## src/rtl/fetch_stage.sv

```systemverilog
// Instruction-fetch stage: PC register, IF/ID pipeline register and a
// saturating debug counter of cycles in which the PC failed to advance.
module fetch_stage #(
  parameter int                      PC_WIDTH    = 8,
  parameter int                      INSTR_WIDTH = 32,
  parameter logic [PC_WIDTH-1:0]     RESET_PC    = '0,
  parameter int                      PC_INC      = 1,
  parameter logic [INSTR_WIDTH-1:0]  NOP_INSTR   = '0,
  parameter int                      CNT_WIDTH   = 16
) (
  input  logic                   clk,
  input  logic                   rst,
  input  logic                   pc_write,
  input  logic                   IFID_write,
  input  logic                   branch_taken,
  input  logic [PC_WIDTH-1:0]    branch_target,
  input  logic                   imem_ready,
  input  logic [INSTR_WIDTH-1:0] imem_rdata,
  output logic [PC_WIDTH-1:0]    imem_addr,
  output logic                   imem_req,
  output logic [INSTR_WIDTH-1:0] ifid_instr,
  output logic [PC_WIDTH-1:0]    ifid_pc_next,
  output logic                   ifid_valid,
  output logic [CNT_WIDTH-1:0]   stall_cycles
);

  logic [PC_WIDTH-1:0]    pc_q, pc_d, pc_inc;
  logic [INSTR_WIDTH-1:0] instr_q, instr_d;
  logic [PC_WIDTH-1:0]    pc_next_q, pc_next_d;
  logic                   valid_q, valid_d;
  logic [CNT_WIDTH-1:0]   stall_q, stall_d;
  logic                   fetch_ok;

  function automatic logic [CNT_WIDTH-1:0] sat_inc(input logic [CNT_WIDTH-1:0] v);
    return (&v) ? v : v + CNT_WIDTH'(1);
  endfunction

  assign pc_inc   = pc_q + PC_WIDTH'(PC_INC);
  assign fetch_ok = pc_write && imem_ready;

  // PC stage: redirect beats the load-use hold and memory wait
  always_comb begin
    pc_d = pc_q;
    if (branch_taken)  pc_d = branch_target;
    else if (fetch_ok) pc_d = pc_inc;
  end

  // IF/ID stage: flush beats freeze; a freeze also holds a bubble
  always_comb begin
    instr_d   = instr_q;
    pc_next_d = pc_next_q;
    valid_d   = valid_q;
    if (branch_taken) begin
      instr_d   = NOP_INSTR;
      pc_next_d = '0;
      valid_d   = 1'b0;
    end else if (IFID_write) begin
      if (imem_ready) begin
        instr_d   = imem_rdata;
        pc_next_d = pc_inc;
        valid_d   = 1'b1;
      end else begin
        instr_d   = NOP_INSTR;
        pc_next_d = '0;
        valid_d   = 1'b0;
      end
    end
  end

  always_comb begin
    stall_d = stall_q;
    if (!branch_taken && !fetch_ok) stall_d = sat_inc(stall_q);
  end

  always_ff @(posedge clk or posedge rst) begin
    if (rst) begin
      pc_q      <= RESET_PC;
      instr_q   <= NOP_INSTR;
      pc_next_q <= '0;
      valid_q   <= 1'b0;
      stall_q   <= '0;
    end else begin
      pc_q      <= pc_d;
      instr_q   <= instr_d;
      pc_next_q <= pc_next_d;
      valid_q   <= valid_d;
      stall_q   <= stall_d;
    end
  end

  assign imem_addr    = pc_q;
  assign imem_req     = ~rst;
  assign ifid_instr   = instr_q;
  assign ifid_pc_next = pc_next_q;
  assign ifid_valid   = valid_q;
  assign stall_cycles = stall_q;

endmodule
```

## config.mk

```make
export PLATFORM = sky130hd
export DESIGN_NAME = fetch_stage
export DESIGN_NICKNAME = d
export VERILOG_FILES = /design/src/rtl/fetch_stage.sv
export SDC_FILE = /design/constraint.sdc
export NUM_CORES = 1
export LEC_CHECK = 0
export BUFFER_PORTS_ARGS = -buffer_cell sky130_fd_sc_hd__buf_2
export CAP_MARGIN = 30
export CORE_MARGIN = 2
export CORE_UTILIZATION = 45
export CTS_BUF_LIST = sky130_fd_sc_hd__clkbuf_16
export DETAILED_ROUTE_END_ITERATION = 12
export GPL_ROUTABILITY_DRIVEN = 1
export PLACE_DENSITY = 0.75
export SYNTH_ARGS = -nofsm -noshare
export SYNTH_HDL_FRONTEND = slang
export SYNTH_SLANG_ARGS = --single-unit
```

## constraint.sdc

```tcl
create_clock -name clk -period 3.8 [get_ports clk]
set_input_delay 1.14 -clock clk [delete_from_list [all_inputs] [get_ports clk]]
set_output_delay 1.14 -clock clk [all_outputs]
set_load 0.05 [all_outputs]
```

==> flow_summary.ini <==
[run_status]
outcome = finished clean

[worst_setup_path]
reg2reg_depth = 5
crit_required_ps = 2660
r2r_setup_slack_ps = 2160
startpoint_type = primary input
critPathKind = in -> out
rr_endpoint = stall_cycles[1]$_DFFE_PP0P_
rr_startpoint = stall_cycles[0]$_DFFE_PP0P_
worstPathMaxFanout = 2
critPathArrivalTime_ps = 1560
cp-end-kind = output pin

[clock_tree]
cts-root-buf = clkbuf_16
htree_levels = 3
postCtsSetupRepairBufs = 0
cts_hold_buf = 0
cts_buffers = 9
path_clk_slew_ps = 50
insertion_delay_ps = 310
cts_tree = built
clock-sinks = 65
post_cts_resized = 0
ctsLongestPathBuffers = 2

[die]
rows = 28
dieArea_um2 = 6880
die_h_um = 83.0
io_pins = 112
core-area_um2 = 5960
fp.dieW_um = 83.0
start_util_pct = 47.1

[route]
dr.pass1.iters = 4
wl_per_cell_um = 14.7
drc_errors = 0
via_count = 2181
routed_wl_mm = 6.16
ant_nets = 0
routed_via_density = 5.19
drtIter0Drc = 64

[global_route]
gr-total-overflow = 0
grtUsageMet3_pct = 4.17
grt_max_degree = 66
grt_use_met1_pct = 26.0
grt_pass1_wl_mm = 10.4
gr-usage-met2_pct = 28.7
grt_usage_pct = 18.8
antenna_found_initial = 0
first_global_vias = 2087
busiest_layer = met2

[placed_design]
dp_hpwl_mm = 4.30
dpl.cell_count = 404
io_buffers = 111
gp_congestion = 0.795

[finish]
diodes = 0
flow.area_growth_from_synthesis_pct = 33.7
drive_above_1_share_pct = 41.4
stdcell_count = 420
finalNetCount = 388

[power]
ir_drop_v = 0.000484
total_power_mw = 2.13
power-per-cell-area_nw_per_um2 = 567
power_leakage_nw = 2.02

[worst_hold_path]
hold_path_depth = 1
min-delay-path-class = reg -> reg
hp-start = ifid_valid$_DFFE_PP0P_
hold_end = ifid_valid$_DFFE_PP0P_

[logic_synthesis]
postSynthAreaPerCell_um2 = 12.5
synth_nets = 273
synth_enable_flop_cells = 0
ys_seq_elements = 65
syn_area_um2 = 2810
ys.flop_type = dfrtp_1
yosysSeqAreaShare_pct = 58.0
ys_top_cells_by_area = dfrtp_1, a22o_1, xor2_1, nand2_1, xnor2_1
yosys.area.top_type = dfrtp_1
async_flop_share_pct = 100
synth_cell_types = 32
synthCells = 225
yosysMostFrequentCell = dfrtp_1
yosys-top-cells-count = dfrtp_1, a22o_1, nand2_1, xor2_1, nor2_1
ys_warn_count = 0
synth_top_area_share_pct = 58.0

[timing]
fin_hold_ws_ps = 469
setup_violations = 0
drv_slew = 0
rsz0062_at_grt = no
timing.setup.tns_ps = 0
fin_crit_sh_pct = 71.0
period_needed_ps = 2700
hold_viol = 0
fin_skew_ps = 5.57
max_freq_ghz = 0.371
worst_slew_pin_slew_ps = 784
slew_headroom_pct = 47.8

[run]
drv_cap = 0
==> cell families after synthesis <==
family	synth area share, %
XOR/XNOR	7.81
flip-flops	58.0
AND/OR/NAND/NOR	14.8
AO/OA/AOI/OAI	15.5
multiplexers	1.25
adder cells (fa/ha/maj)	0.892
buffers and inverters	1.78
==> sequential cells by signal, indices dropped and copies added (netlist names) <==
name,count
ifid_instr,32
ifid_pc_next,8
ifid_valid,1
imem_addr,8
stall_cycles,16
==> cell usage in the layout (no fill, tap or decap), drive strengths merged, types with 6 or more instances in the layout <==
master | Yosys | routed
nand3 | 7 | 7
nand2 | 18 | 18
a22o | 39 | 39
clkbuf | 9 | 9
nor3 | 9 | 9
nand4 | 6 | 6
xnor2 | 7 | 7
buf | 1 | 114
nor2 | 13 | 13
dfrtp | 65 | 65
o21ai | 8 | 8
xor2 | 18 | 18
==> report_power, final <==
part | switching [mW] | leakage (nW) | internal [mW] | total [mW]
combinational | 0.347 | 1.00 | 0.132 | 0.478
sequential | 0.0724 | 0.857 | 0.754 | 0.827
clock | 0.259 | 0.158 | 0.561 | 0.820
total | 0.678 | 2.02 | 1.45 | 2.13
==> worst max path at each step <==
stage / from / endpoint / slack, ps / cells past startpoint
after global routing: rst / imem_req / 1090 / 3
after detailed placement: rst / imem_req / 1100 / 3
final: rst / imem_req / 1100 / 3
after floorplan: rst / imem_req / 540 / 1
after CTS: rst / imem_req / 1100 / 3
after global placement: rst / imem_req / 1100 / 3
==> through the flow <==
step / util (%) / worst slack [ps] / cell area, um^2
floorplan: - / 539 / 2810
global placement: 57.9 / 1100 / 3450
detailed placement: 57.9 / 1100 / 3450
CTS: 63.0 / 1100 / 3750
global route: 63.0 / 1090 / 3750
finish: 63.0 / 1100 / 3750
==> final cells by class <==
| type | count | area [um^2] |
|---|---|---|
| clock buffers | 9 | 225 |
| inverters | 3 | 15.0 |
| multi-input cells | 147 | 1130 |
| clock inverters | 7 | 78.8 |
| repair buffers | 114 | 578 |
| well taps | 75 | 93.8 |
| flip-flops and latches | 65 | 1630 |
| fillers | 505 | 2200 |
==> per-layer routing <==
layer	wire length (um)	up-vias
met5	0	-
met4	71	0
met3	365	5
met2	2860	81
met1	2860	1039
li1	-	1056
==> critical path: stages <==
cell and delay (ps):
buf_2 110, clkinvlp_4 60, buf_2 250
(Power assumes the default switching activity.)
